$ cat config.mk
export PLATFORM = sky130hd
export DESIGN_NAME = instruction_fetch
export DESIGN_NICKNAME = d
export VERILOG_FILES = /design/src/rtl/instruction_fetch.sv
export SDC_FILE = /design/constraint.sdc
export NUM_CORES = 1
export LEC_CHECK = 0
export BUFFER_PORTS_ARGS = -buffer_cell sky130_fd_sc_hd__clkbuf_2
export CORE_ASPECT_RATIO = 1.75
export CORE_UTILIZATION = 44
export CTS_BUF_LIST = sky130_fd_sc_hd__clkbuf_8
export DETAILED_ROUTE_END_ITERATION = 16
export GPL_TIMING_DRIVEN = 0
export PLACE_DENSITY_LB_ADDON = 0.15
export SLEW_MARGIN = 0
export SYNTH_ARGS = -nofsm -noshare
export SYNTH_HDL_FRONTEND = slang
export SYNTH_SLANG_ARGS = --single-unit
export TNS_END_PERCENT = 10
$ cat constraint.sdc
create_clock -name clk -period 5.45 [get_ports clk]
set_input_delay 1.09 -clock clk [delete_from_list [all_inputs] [get_ports clk]]
set_output_delay 1.09 -clock clk [all_outputs]
set_load 0.005 [all_outputs]
$ cat src/rtl/instruction_fetch.sv
`default_nettype none
// ============================================================================
//  Module      : instruction_fetch
//  Description : CPU front end. Owns the program counter, issues word reads
//                to instruction memory, buffers returned words in a small
//                prefetch FIFO and hands one instruction per cycle to the
//                decoder. Taken branches redirect the PC, flush prefetched
//                and in-flight words, and produce the BL link value.
//  Revision    : 1.0 - initial release
// ============================================================================
module instruction_fetch #(
  parameter logic [31:0] RESET_PC   = 32'h0000_0000,
  parameter int          FIFO_DEPTH = 2
) (
  input  logic        clk,
  input  logic        reset,
  output logic        imem_req,
  output logic [31:0] imem_addr,
  input  logic        imem_ready,
  input  logic        imem_valid,
  input  logic [31:0] imem_rdata,
  input  logic        stall,
  output logic [31:0] instruction_set,
  output logic [31:0] instr_pc,
  output logic        instr_valid,
  input  logic        branch_taken,
  input  logic        branch_link,
  input  logic [31:0] branch_pc,
  input  logic [23:0] br_address,
  output logic        link_we,
  output logic [31:0] link_value
);

  localparam int               PTR_W   = $clog2(FIFO_DEPTH);
  localparam int               CNT_W   = PTR_W + 1;
  localparam logic [CNT_W-1:0] DEPTH_C = CNT_W'(FIFO_DEPTH);

  typedef enum logic [1:0] {
    ST_RESET    = 2'd0,
    ST_FETCH    = 2'd1,
    ST_REDIRECT = 2'd2
  } state_t;

  state_t            r_state;
  state_t            w_state_next;

  logic [31:0]       r_pc;
  logic              r_inflight;
  logic              r_discard;
  logic              r_link_we;
  logic [31:0]       r_link_value;

  logic [31:0]       r_fifo_data [FIFO_DEPTH];
  logic [31:0]       r_fifo_pc   [FIFO_DEPTH];
  logic [PTR_W-1:0]  r_wr_ptr;
  logic [PTR_W-1:0]  r_rd_ptr;
  logic [CNT_W-1:0]  r_count;

  logic [CNT_W-1:0]  w_occupancy;
  logic              w_room;
  logic              w_pop;
  logic              w_push;
  logic              w_accept;
  logic [31:0]       w_target;

  // Head of the FIFO drives the decoder; link outputs come straight from registers
  assign instr_valid     = (r_count != '0);
  assign instruction_set = r_fifo_data[r_rd_ptr];
  assign instr_pc        = r_fifo_pc[r_rd_ptr];
  assign imem_addr       = r_pc;
  assign link_we         = r_link_we;
  assign link_value      = r_link_value;

  // Occupancy counts the word already on its way back so the FIFO never overflows
  assign w_occupancy = r_count + {{(CNT_W-1){1'b0}}, r_inflight};
  assign w_pop       = instr_valid && !stall;
  assign w_room      = (w_occupancy < DEPTH_C) || ((w_occupancy == DEPTH_C) && w_pop);
  assign w_accept    = imem_req && imem_ready;
  // Only the response owed to our own request is kept, and only when it is not stale
  assign w_push      = imem_valid && r_inflight && !r_discard && !branch_taken;
  // Branch target: PC of branch + 8 plus the sign-extended word offset
  assign w_target    = branch_pc + 32'd8 + {{6{br_address[23]}}, br_address, 2'b00};

  // Next-state and request decode; a branch always blocks the request that cycle
  always_comb begin
    w_state_next = ST_RESET;
    imem_req     = 1'b0;
    unique case (r_state)
      ST_RESET, ST_FETCH, ST_REDIRECT:
        w_state_next = branch_taken ? ST_REDIRECT : ST_FETCH;
      default:
        w_state_next = ST_RESET;
    endcase
    imem_req = !reset && !branch_taken && w_room;
  end

  // State register
  always_ff @(posedge clk) begin
    if (reset) begin
      r_state <= ST_RESET;
    end else begin
      r_state <= w_state_next;
    end
  end

  // PC, outstanding-request tracking, discard flag and BL link value
  always_ff @(posedge clk) begin
    if (reset) begin
      r_pc         <= RESET_PC;
      r_inflight   <= 1'b0;
      r_discard    <= 1'b1;
      r_link_we    <= 1'b0;
      r_link_value <= 32'h0;
    end else begin
      r_inflight <= w_accept;
      // Memory answers one cycle after acceptance, so the flag only ever
      // covers the single response slot following a branch
      r_discard  <= branch_taken && r_inflight;
      r_link_we  <= branch_taken && branch_link;
      if (branch_taken && branch_link) begin
        r_link_value <= branch_pc + 32'd4;
      end
      if (branch_taken) begin
        r_pc <= w_target;
      end else if (w_accept) begin
        r_pc <= r_pc + 32'd4;
      end
    end
  end

  // Prefetch FIFO: branch flush beats push/pop; storage cleared on reset
  always_ff @(posedge clk) begin
    if (reset) begin
      r_wr_ptr <= '0;
      r_rd_ptr <= '0;
      r_count  <= '0;
      for (int i = 0; i < FIFO_DEPTH; i++) begin
        r_fifo_data[i] <= 32'h0;
        r_fifo_pc[i]   <= 32'h0;
      end
    end else if (branch_taken) begin
      r_rd_ptr <= r_wr_ptr;
      r_count  <= '0;
    end else begin
      if (w_push) begin
        r_fifo_data[r_wr_ptr] <= imem_rdata;
        r_fifo_pc[r_wr_ptr]   <= r_pc - 32'd4;
        r_wr_ptr              <= r_wr_ptr + PTR_W'(1);
      end
      if (w_pop) begin
        r_rd_ptr <= r_rd_ptr + PTR_W'(1);
      end
      unique case ({w_push, w_pop})
        2'b10:   r_count <= r_count + CNT_W'(1);
        2'b01:   r_count <= r_count - CNT_W'(1);
        default: r_count <= r_count;
      endcase
    end
  end

endmodule
`default_nettype wire

==> out/metrics.yaml <==
outcome:
  outcome: "finished clean"
synth:
  synth_area_leaders: "edfxtp_1 33%, dfxtp_1 12%, ha_1 6.7%"
  synth_edf_count: 128
  syn_area_sq_um: 11600
  yosysMostFrequentCell: "nor2_1"
  netlist.area_leader.share_pct: 33.3
  ys_seq_area_share_pct: 45.7
  syn_inst: 1150
  synth_flop_cell: "edfxtp_1"
  yosysTopAreaCell: "edfxtp_1"
  synth_warnings: 0
  synth_commonest_cells: "159 x nor2_1, 128 x edfxtp_1, 72 x dfxtp_1, 69 x nand2_1, 67 x mux2_2"
  synth.ff_latch_count: 200
  synth.avg_cell_area_sq_um: 10.0
  synth.distinct_cells: 61
  synth_fp_nets: 1308
  async_reset_ff_share_pct: 0
detailed_routing:
  wirelength_um: 30900
  viasPerCell: 5.37
  met3_length_um: 1300
  drtPass1Iterations: 5
  drt-initial-drc-count: 436
  ant_nets: 0
  wl_per_cell_um: 17.9
  drc: 0
  highest_layer: "met4"
  wl_met2_um: 17300
  wl_met1_um: 11200
  num_vias: 9282
clock_tree:
  clkSinkCount: 200
  clock_latency_ns: 0.51
  htreeDepth: 4
  cts_tree: "done"
  cts_root_buffer: "clkbuf_8"
  hold_buffers: 0
  post_cts_buffers: 0
  cts_made_buffers: 17
  cts.repair.resized: 0
  cts_buffer_depth: 2
  path_clk_slew_ns: 0.10
final_layout:
  fill_cells: 2422
  drive_gt1_share_pct: 24.5
  nets: 1552
  syn_to_final_growth_pct: 16.6
critical_path:
  cp_slowest_cell: "o311ai_0"
  crit_chain: "clkbuf_2, inv_1, ha_1, inv_1, ha_1, fa_1, a21oi_1, nand4b_1, a211oi_1, o311ai_0, a211oi_1, mux2i_1, a2111oi_0"
  end_kind: "flop"
  arrival_ns: 4.17
  path_class: "in2reg"
  path_max_fanout: 4
  cp.required_ns: 5.82
  ff2ff_path_depth: 8
  r2r-start: "r_count[0]"
  reg2reg_to: "imem_addr[19]"
  r2r_slack_ns: 2.44
  max_stage_delay_ns: 0.64
  crit_path_start_kind: "input port"
power:
  pwr-share-seq_pct: 51.9
  intPower_w: 0.00231
  swShare_pct: 31.2
  p_switching_w: 0.00105
  vdd.ir_drop.worst_v: 0.000150
  power_w: 0.00336
  power_density_nw_per_um2: 249
  pwr-share-comb_pct: 22.1
  clkPwrFrac_pct: 26.0
  p_leak_nw: 5.60
placed_design:
  dp_slack_ns: 1.20
  hpwl_um: 24000
  place_congestion: 0.851
  io_buffer_count: 223
timing:
  fmax_mhz: 264
  skew_ns: 0.0165
  setup_ws_ns: 1.66
  period_needed_ns: 3.79
  tightestPinTransition_ns: 0.946
  setup_viol: 0
  hold_viol: 0
  period_share_pct: 69.6
  slew_viol_final: 0
  relSlewSlack_pct: 36.5
  holdWs_ns: 0.461
  rsz0062_at_grt: "no"
worst_hold_path:
  hp-class: "reg2reg"
  hold_end: "link_value[3]"
  min-delay-start: "link_value[3]"
  whs_path_depth: 2
grt:
  grt_start_max_net_pins: 65
  antenna_found_initial: 1
  grt_pass1_vias: 9290
  grt_overflow: 0
  grt_pass1_wl_um: 48200
  grtUsageTotal_pct: 22.9
die:
  die_h_um: 216
  core_area_sq_um: 25900
  start_util_pct: 44.7
  die_w_um: 124
  std_cell_rows: 78
  fp.dieArea_sq_um: 26900
  ioPinCount: 226
flow_run:
  drv_cap: 0
[metal layers]
layer	vias up	GRT usage (%)
met2	239	45.4
li1	4643	-
met3	54	4.49
met1	4346	21.9
met4	0	11.6
met5	-	0
[final cells by class]
class / instances / area, sq um / share of cell area, %
Antenna cell: 2 / 5.00 / 0.0371
Buffer: 71 / 272 / 2.01
Clock buffer: 17 / 234 / 1.74
Clock inverter: 14 / 100 / 0.743
Inverter: 23 / 86.3 / 0.641
Multi-Input combinational cell: 856 / 5930 / 44.0
Sequential cell: 200 / 5290 / 39.2
Tap cell: 320 / 400 / 2.97
Timing Repair Buffer: 225 / 1160 / 8.64
[per-stage QoR]
stage                     utilization (%)  std cells  setup TNS [ns]  cell area [sq um]
after global routing                 52.1       1727               0              13500
after global placement               50.5       1693         -132.69              13100
after floorplan                         -       1150               0              11600
after detailed placement             50.8       1695               0              13100
after CTS                            52.1       1726               0              13500
final                                52.1       1728               0              13500
[worst max-delay path, delay by kind of cell]
| kind | cells | cell delay (ns) |
|---|---|---|
| adders and majority gates | 3 | 0.91 |
| buffers and inverters | 3 | 0.21 |
| muxes | 1 | 0.16 |
| AOI/OAI and AO/OA | 5 | 1.57 |
| and+or+nand+nor | 1 | 0.24 |
[power by group through the flow]
stage	Clock (W)	Combinational, W	Sequential (W)
final	0.000873	0.000741	0.00174
after global routing	0.000956	0.000824	0.00175
after CTS	0.000897	0.000746	0.00174
after detailed placement	0	0.000740	0.00178
after global placement	0	0.000730	0.00178
after floorplan	0	0.000483	0.00177
[sequential cells by signal, indices dropped and copies added, names as in the netlist, named ones only]
register     count
imem_addr       32
link_value      32
link_we          1
r_count          2
r_discard        1
r_fifo_data     64
r_fifo_pc       64
r_inflight       1
r_rd_ptr         1
r_wr_ptr         1
[cells by family after synthesis]
logic type | Yosys count | synth area share, %
and+or+nand+nor | 447 | 19.7
DFF | 200 | 45.7
AOI/OAI and AO/OA | 176 | 10.1
xor gates and xnor gates | 94 | 7.13
buffers and inverters | 94 | 3.10
muxes | 76 | 7.31
adders and majority gates | 63 | 6.89
[how the worst max path moves through the flow]
stage | start | cells past startpoint | slack (ns) | endpoint
final | branch_pc[3] | 13 | 1.66 | imem_addr[25]
after global routing | branch_pc[3] | 13 | 1.48 | imem_addr[25]
after CTS | branch_pc[3] | 13 | 1.70 | imem_addr[25]
after detailed placement | branch_pc[3] | 13 | 1.20 | imem_addr[25]
after global placement | branch_taken | 4 | -1.93 | r_fifo_data[0][11]
after floorplan | branch_taken | 4 | 0.31 | r_fifo_data[0][0]
[placed cells by master (no fill, tap or decap), drive strengths merged, types with 3 or more instances in the layout]
cell      instances
nor2            159
nor2b             4
and3             46
o21bai            3
or4               5
edfxtp          128
a311oi            5
nand2b            7
clkinv            4
and2             40
nand3b            3
o211ai            4
o21ai            31
a22oi             4
a2111oi           4
a211oi           45
clkbuf          304
ha               62
xnor2            48
clkinvlp          3
dfxtp            72
o22ai             3
o21a              3
inv              30
a21o             11
nor4             11
nor3             20
and4              8
a21oi            48
nand2            70
mux2i             9
nand3            33
or2               3
mux2             67
buf               9
nand4            24
xor2             46
or3              10
No activity file was read; power rests on OpenSTA's default activity.
